## src/rtl/seq_detect_param_jdl25175.sv

```systemverilog
// Moore sequence detector for a run-time loadable pattern of DEPTH symbols,
// with enable, overlap mode, and a saturating, clearable match counter.
module seq_detect_param_jdl25175 #(
    parameter int unsigned IN_WIDTH    = 2,
    parameter int unsigned DEPTH       = 4,
    parameter int unsigned STATE_WIDTH = 3,
    parameter int unsigned COUNT_WIDTH = 8,
    parameter bit          OVERLAP     = 1'b1,
    parameter logic [DEPTH*IN_WIDTH-1:0] RESET_PATTERN = 8'h12
) (
    input  logic                      clock,
    input  logic                      init,
    input  logic [IN_WIDTH-1:0]       in,
    input  logic                      enable,
    input  logic                      load,
    input  logic [DEPTH*IN_WIDTH-1:0] pattern,
    input  logic                      clear,
    output logic                      out,
    output logic [STATE_WIDTH-1:0]    state,
    output logic [COUNT_WIDTH-1:0]    count
);

    localparam int unsigned PAT_WIDTH = DEPTH * IN_WIDTH;
    localparam logic [STATE_WIDTH-1:0] FULL = STATE_WIDTH'(DEPTH);
    localparam logic [STATE_WIDTH-1:0] ONE  = STATE_WIDTH'(1);

    logic [PAT_WIDTH-1:0]   pat_q;
    logic [STATE_WIDTH-1:0] state_d;
    logic                   out_d;
    logic [COUNT_WIDTH-1:0] count_d;
    logic [IN_WIDTH-1:0]    cur_sym;
    logic [IN_WIDTH-1:0]    sym0;
    logic                   hit;

    // State register; the match flag is registered alongside it so it
    // always equals (state == DEPTH) without any in->out path.
    always_ff @(posedge clock or negedge init) begin
        if (!init) begin
            state <= '0;
            out   <= 1'b0;
            count <= '0;
            pat_q <= RESET_PATTERN;
        end else begin
            state <= state_d;
            out   <= out_d;
            count <= count_d;
            if (load) begin
                pat_q <= pattern;
            end
        end
    end

    // Next-state logic: single-symbol restart on mismatch, no prefix fallback.
    always_comb begin
        sym0    = pat_q[IN_WIDTH-1:0];
        cur_sym = pat_q[IN_WIDTH-1:0];
        for (int k = 0; k < int'(DEPTH); k++) begin
            if (state == STATE_WIDTH'(k)) begin
                cur_sym = pat_q[k*IN_WIDTH +: IN_WIDTH];
            end
        end

        state_d = state;
        if (load) begin
            state_d = '0;
        end else if (state > FULL) begin
            state_d = '0;
        end else if (enable) begin
            if (state == FULL) begin
                state_d = (OVERLAP && (in == sym0)) ? ONE : '0;
            end else if (in == cur_sym) begin
                state_d = state + ONE;
            end else if (in == sym0) begin
                state_d = ONE;
            end else begin
                state_d = '0;
            end
        end
    end

    // Output/counter logic: count on entry into DEPTH; clear wins over increment.
    always_comb begin
        out_d   = (state_d == FULL);
        hit     = enable && !load && (state != FULL) && (state_d == FULL);
        count_d = count;
        if (clear) begin
            count_d = '0;
        end else if (hit && (count != {COUNT_WIDTH{1'b1}})) begin
            count_d = count + COUNT_WIDTH'(1);
        end
    end

endmodule
```

## config.mk

```make
export PLATFORM = sky130hd
export DESIGN_NAME = seq_detect_param_jdl25175
export DESIGN_NICKNAME = d
export VERILOG_FILES = /design/src/rtl/seq_detect_param_jdl25175.sv
export SDC_FILE = /design/constraint.sdc
export NUM_CORES = 1
export LEC_CHECK = 0
export CORE_MARGIN = 1
export CORE_UTILIZATION = 45
export CTS_CLUSTER_DIAMETER = 40
export DETAILED_ROUTE_END_ITERATION = 16
export GPL_ROUTABILITY_DRIVEN = 0
export GPL_TIMING_DRIVEN = 0
export PLACE_DENSITY = 0.76
export RECOVER_POWER = 100
export SLEW_MARGIN = 5
export SYNTH_ARGS = -nofsm -noshare
export SYNTH_HDL_FRONTEND = slang
export SYNTH_SLANG_ARGS = --single-unit
```

## constraint.sdc

```tcl
create_clock -name clock -period 5.36 [get_ports clock]
set_input_delay 1.072 -clock clock [delete_from_list [all_inputs] [get_ports clock]]
set_output_delay 1.072 -clock clock [all_outputs]
set_load 0.05 [all_outputs]
```

==> flow_metrics.py, run 1 <==
metrics = {
    "floorplan": {
        "die_y_microns": 53.2,
        "dieArea_sq_mm": 0.00283,
        "coreArea_sq_mm": 0.00248,
        "rows": 18,
        "ios": 27,
        "fp.dieW_microns": 53.2,
        "initial_core_util_pct": 47.7,
    },
    "setup_path": {
        "reg2reg_to": "count[3]$_DFFE_PN0P_",
        "critPathKind": "in -> reg",
        "start_kind": "input pin",
        "slowest_stage": "dlygate4sd3_1",
        "worst-path-max-fanout": 10,
        "crit_arrival_ns": 3.80,
        "setup.worst_path.end": "count[3]$_DFFE_PN0P_",
        "required_ns": 5.56,
        "ff2ff_path_depth": 10,
        "crit_family": "buffers and inverters",
        "crit_chain": "dlygate4sd3_1 > or3_1 > a21boi_0 > a21oi_1 > nor4_1 > clkbuf_1 > a21boi_0 > o21ba_1",
        "r2r_slack_ns": 2.03,
        "critPathMaxStageDelay_ns": 0.59,
        "critPathLaunch": "in[0]",
        "timing.critical_path.mode_cell": "a21boi_0",
        "critPathCaptureType": "flop",
        "worstReg2RegStart": "state[1]$_DFF_PN0_",
        "cp.depth": 8,
        "worstPathBufferInverterCount": 2,
    },
    "global_route": {
        "antenna_found_initial": 0,
        "grt_remaining_overflow": 0,
        "grt_pass1_wl_microns": 3750,
        "gr-usage-all-layers_pct": 18.7,
        "grt_max_degree": 21,
        "grt_pass1_vias": 870,
    },
    "detailed_routing": {
        "wire_per_inst_microns": 13.2,
        "drtAntennaViolNets": 0,
        "via_count": 909,
        "dr.pass1.iters": 4,
        "finalWirelength_microns": 2260,
        "drc": 0,
        "drtIter0Drc": 12,
        "avgViaCountPerCell": 5.32,
    },
    "synth": {
        "avgSynthCellArea_sq_um": 10.4,
        "yosys.area.top_type_share_pct": 38.1,
        "synth.area.top_cells": "dfrtp_1 (38%), mux2_2 (7.6%), ha_1 (6.4%), dfstp_2 (4.4%), a21oi_1 (3.8%)",
        "synthTopCellsByCount": "dfrtp_1 (18), a21oi_1 (9), mux2_2 (8), nor2_1 (8)",
        "yosysTopAreaCell": "dfrtp_1",
        "synthMostInstantiatedCell": "dfrtp_1",
        "ys_types": 39,
        "synthesis.area_sq_mm": 0.00118,
        "synth_edf_count": 0,
        "synth-async-reset-ratio_pct": 100,
        "ys_ff_latch": 20,
        "syn_nets": 135,
        "syn_inst": 114,
        "ys_seq_area_share_pct": 42.6,
        "synth-main-ff-cell": "dfrtp_1",
        "ys_warn_count": 0,
    },
    "placed_design": {
        "io_buffers": 23,
        "dp_hpwl_microns": 1700,
        "place_area_sq_mm": 0.00145,
        "pre_cts_ws_ns": 2.13,
    },
    "cts": {
        "clock_latency_ns": 0.30,
        "clockBufferDepth": 2,
        "ctsHoldBuffers": 0,
        "htreeDepth": 1,
        "cts-root-buf": "clkbuf_4",
        "clock_sinks": 20,
        "cts_tree": "yes",
        "clkTransAtPathRegs_ns": 0.11,
        "cts.repair.resized": 0,
        "cts_setup_buffers": 0,
        "numCtsBuffers": 3,
    },
    "pwr": {
        "totalPowerFinal_mw": 0.308,
        "p_seq_share_pct": 53.4,
        "p_comb_share_pct": 18.4,
        "intPower_mw": 0.228,
        "powerDensity_mw_per_mm2": 211,
        "netSwitchingPower_mw": 0.0792,
        "swShare_pct": 25.8,
        "ir_drop_v": 0.000162,
        "clockPowerShare_pct": 28.2,
        "cellLeakagePower_nw": 0.680,
    },
    "finish": {
        "drive_gt1_share_pct": 9.93,
        "final_area_sq_mm": 0.00146,
        "nets": 163,
        "n_antenna_cell": 0,
        "synthToLayoutAreaGrowth_pct": 23.4,
    },
    "min_path": {
        "hold_path_class": "reg -> reg",
    },
    "outcome": {
        "status": "finished, final reports clean",
    },
    "timing": {
        "fmax_mhz": 278,
        "setup_viol": 0,
        "rsz0062_at_grt": "false",
        "finalMaxSlewViolations": 0,
        "relSlewSlack_pct": 41.4,
        "finalCriticalPeriod_ns": 3.59,
        "finalSetupTns_ns": 0,
        "clock_skew_ns": 0.00389,
        "worstMarginPinSlew_ns": 0.877,
        "setup_slack_ns": 1.77,
        "hold_viol": 0,
        "min_period_over_period_pct": 67.1,
    },
    "job": {
        "drv_cap": 0,
    },
}
how the worst min path moves through the flow:
stage	startpoint	endpoint	slack [ns]	depth (start not counted)
5_1_grt	pat_q[6]$_DFFE_PN0P_	pat_q[6]$_DFFE_PN0P_	0.55	1
3_5_place_dp	pat_q[2]$_DFFE_PN0P_	pat_q[2]$_DFFE_PN0P_	0.50	1
4_1_cts	pat_q[2]$_DFFE_PN0P_	pat_q[2]$_DFFE_PN0P_	0.53	1
2_1_floorplan	pat_q[3]$_DFFE_PN0P_	pat_q[3]$_DFFE_PN0P_	0.47	1
3_3_place_gp	pat_q[2]$_DFFE_PN0P_	pat_q[2]$_DFFE_PN0P_	0.50	1
6_report	pat_q[7]$_DFFE_PN0P_	pat_q[7]$_DFFE_PN0P_	0.52	1
cell type report:
| class | instances | area [sq um] |
|---|---|---|
| Fill cell | 234 | 1020 |
| Multi-Input combinational cell | 84 | 613 |
| Sequential cell | 20 | 503 |
| Timing Repair Buffer | 23 | 230 |
| Tap cell | 30 | 37.5 |
| Clock buffer | 4 | 36.3 |
| Inverter | 6 | 22.5 |
| Buffer | 4 | 15.0 |
registers in the layout, summed over array words and instances, names as in the netlist:
name   count
pat_q      8
count      8
state      3
out        1
worst reg2reg max path, cell delays in order (launching register included):
cell	delay [ns]
dfrtp_1	0.46
ha_1	0.21
ha_1	0.24
a22o_1	0.26
or3_1	0.32
a21boi_0	0.29
a21oi_1	0.14
nor4_1	0.51
clkbuf_1	0.43
a21boi_0	0.16
o21ba_1	0.20
placed cells by master, fill, tap and decap left out, types with 3 or more instances in the layout:
cell type	instances
nand2_1	3
clkbuf_4	3
and3_1	6
clkbuf_1	3
nor2_1	8
inv_1	6
dlygate4sd3_1	14
nand3_1	5
a21oi_1	9
nand2b_1	3
nor2b_1	4
xnor2_1	4
ha_1	6
clkdlybuf4s50_1	9
mux2_2	8
dfrtp_1	18
through the flow:
stage	std cells	hold WS [ns]	util, %
global placement	167	0.500	58.5
detailed placement	167	0.504	58.5
global route	171	0.547	58.8
CTS	171	0.531	59.9
finish	171	0.523	58.8
floorplan	114	0.473	-
power by group through the flow:
stage          clock network [mW]  logic (mW)  registers [mW]
2_1_floorplan                   0      0.0372           0.170
3_3_place_gp                    0      0.0590           0.167
3_5_place_dp                    0      0.0606           0.168
4_1_cts                    0.0919      0.0609           0.165
5_1_grt                    0.0965      0.0622           0.166
6_report                   0.0866      0.0567           0.164
per-layer routing:
metal	track usage [%]	wire [microns]
met1	23.9	1090
met2	30.4	1090
met3	3.45	71
met4	7.89	11
met5	0	0
cells by family (layout without fill, tap and decap cells):
family                     after synthesis  after routing  share of synthesized area, %
DFF                                     20             20                          42.6
adders and majority gates                6              6                          6.36
buffers and inverters                   10             37                          3.50
AOI/OAI and AO/OA                       24             24                          14.1
muxes                                   10             10                          9.43
xor gates and xnor gates                 4              4                          2.97
and+or+nand+nor                         40             40                          21.1
No activity file was read; power rests on OpenSTA's default activity.
==> run 2, diff against run 1 <==
Clock period 5.36 ns to 3.4 ns, I/O delays scaled along.
==> run 2 against run 1 <==
Sequential power grew 58%. First-iteration DRC count is 25% lower. Final cell count did not move. Worst setup slack worse by 1.3 ns. Worst hold slack barely moved. Core utilization increased by 0.76 points. Global-route usage is the same. Count of clock-buffer cells in the layout unchanged. Critical endpoint unchanged. Largest power group unchanged. Flip-flop and latch count stayed put. Largest cell class unchanged. Clock power up 57%. Cell area up 1.3%. Critical path depth is 2 higher.
==> flow_metrics.py, run 2 (synthesized netlist as in run 1, its figures left out) <==
metrics = {
    "cts": {
        "cts_setup_buffers": 0,
        "cts_tree": "yes",
        "ctsHoldBuffers": 0,
        "cts.repair.resized": 0,
        "numCtsBuffers": 3,
        "clockBufferDepth": 2,
        "clock_latency_ns": 0.30,
        "htreeDepth": 1,
        "clock_sinks": 20,
        "cts-root-buf": "clkbuf_4",
        "clkTransAtPathRegs_ns": 0.11,
    },
    "finish": {
        "nets": 163,
        "fin_cells": 171,
        "final_common_cell": "dfrtp_1",
        "n_antenna_cell": 0,
        "top_regs": "count (8), pat_q (8), state (3)",
        "synthToLayoutAreaGrowth_pct": 25.0,
        "drive_gt1_share_pct": 11.3,
        "layout_common_cells": "dfrtp_1 (18), dlygate4sd3_1 (13), clkdlybuf4s50_1 (10), a21oi_1 (9)",
    },
    "timing": {
        "hold_viol": 0,
        "fmax_mhz": 341,
        "clock_skew_ns": 0.00280,
        "min_period_over_period_pct": 86.3,
        "finalSetupTns_ns": 0,
        "finalCriticalPeriod_ns": 2.93,
        "setup_viol": 0,
        "worstMarginPinSlew_ns": 0.890,
        "relSlewSlack_pct": 40.5,
        "hold_slack_ns": 0.522,
        "finalMaxSlewViolations": 0,
        "rsz0062_at_grt": "false",
    },
    "global_route": {
        "antenna_found_initial": 0,
        "grt_max_degree": 21,
        "grt_remaining_overflow": 0,
        "grt_pass1_wl_microns": 3750,
        "grt_pass1_vias": 870,
        "gr-usage-all-layers_pct": 18.7,
    },
    "placed_design": {
        "dp_cells": 167,
        "io_buffers": 23,
        "dp_hpwl_microns": 1700,
    },
    "detailed_routing": {
        "m1WireLength_microns": 1080,
        "dr_wl_met3_microns": 77,
        "routed-wl-met2_microns": 1090,
        "maxUsedRoutingLayer": "met4",
        "via_count": 908,
        "drc": 0,
        "wire_per_inst_microns": 13.2,
        "dr.pass1.iters": 4,
        "finalWirelength_microns": 2260,
        "drtIter0Drc": 9,
        "drtAntennaViolNets": 0,
        "avgViaCountPerCell": 5.31,
    },
    "job": {
        "drv_cap": 0,
    },
    "floorplan": {
        "ios": 27,
        "fp.dieW_microns": 53.2,
        "rows": 18,
        "die_y_microns": 53.2,
        "coreArea_sq_mm": 0.00248,
        "initial_core_util_pct": 47.7,
        "dieArea_sq_mm": 0.00283,
    },
    "setup_path": {
        "start_kind": "flop",
        "worst-path-max-fanout": 10,
        "required_ns": 3.60,
        "critPathKind": "reg -> reg",
        "critPathCaptureType": "flop",
        "crit_arrival_ns": 3.14,
    },
    "pwr": {
        "cellLeakagePower_nw": 0.685,
        "powerDensity_mw_per_mm2": 330,
        "ir_drop_v": 0.000256,
    },
    "outcome": {
        "status": "finished, final reports clean",
    },
    "min_path": {
        "hold_path_class": "reg -> reg",
    },
}
[run 2: path summary, 6_finish.rpt]
path	start	end	slack [ns]	cells after the start
max in group asynchronous	init	out$_DFF_PN0_	1.92	1
min in group asynchronous	init	pat_q[6]$_DFFE_PN0P_	0.94	1
min reg2reg	pat_q[2]$_DFFE_PN0P_	pat_q[2]$_DFFE_PN0P_	0.52	1
min	pat_q[2]$_DFFE_PN0P_	pat_q[2]$_DFFE_PN0P_	0.52	1
max	state[1]$_DFF_PN0_	count[3]$_DFFE_PN0P_	0.47	10
max reg2reg	state[1]$_DFF_PN0_	count[3]$_DFFE_PN0P_	0.47	10
[run 2: power by group]
part | leakage, nW | internal (mW) | switching (mW) | total [mW]
combinational | 0.405 | 0.0446 | 0.0470 | 0.0916
clock | 0.0210 | 0.0653 | 0.0712 | 0.136
sequential | 0.258 | 0.251 | 0.00817 | 0.259
[run 2: layer usage]
layer / GRT usage [%] / vias up
met3: 3.45 / 2
li1: - / 465
met1: 23.9 / 425
met5: 0 / -
met2: 30.4 / 16
met4: 7.89 / 0
[run 2: worst max-delay path, stage by stage (launching register included)]
cell	delay [ns]
dfrtp_1	0.46
ha_1	0.21
ha_1	0.24
a22o_1	0.26
or3_1	0.32
a21boi_0	0.29
a21oi_1	0.18
nor4_4	0.36
buf_4	0.24
a21boi_0	0.10
o21ba_1	0.18
[run 2: area by class of cell]
cell class	count	area, sq um
Inverter	6	22.5
Multi-Input combinational cell	84	628
Clock buffer	4	36.3
Tap cell	30	37.5
Buffer	4	18.8
Fill cell	232	1000
Timing Repair Buffer	23	230
Sequential cell	20	503
[run 2: per-stage QoR]
| step | power, mW | setup WS, ns | utilization, % | area [sq um] |
|---|---|---|---|---|
| 3_5_place_dp | 0.360 | 0.559 | 58.5 | 1450 |
| 2_1_floorplan | 0.327 | 0.516 | - | 1180 |
| 3_3_place_gp | 0.357 | 0.566 | 58.5 | 1450 |
| 4_1_cts | 0.500 | 0.615 | 59.9 | 1490 |
| 6_report | 0.487 | 0.465 | 59.6 | 1480 |
| 5_1_grt | 0.514 | 0.265 | 59.6 | 1480 |
==> run 3, diff against run 2 <==
Settings changed: CORE_MARGIN 1 to unset.
==> results of run 3 <==
Final layout, timing and power as in run 2 (identical DEF).
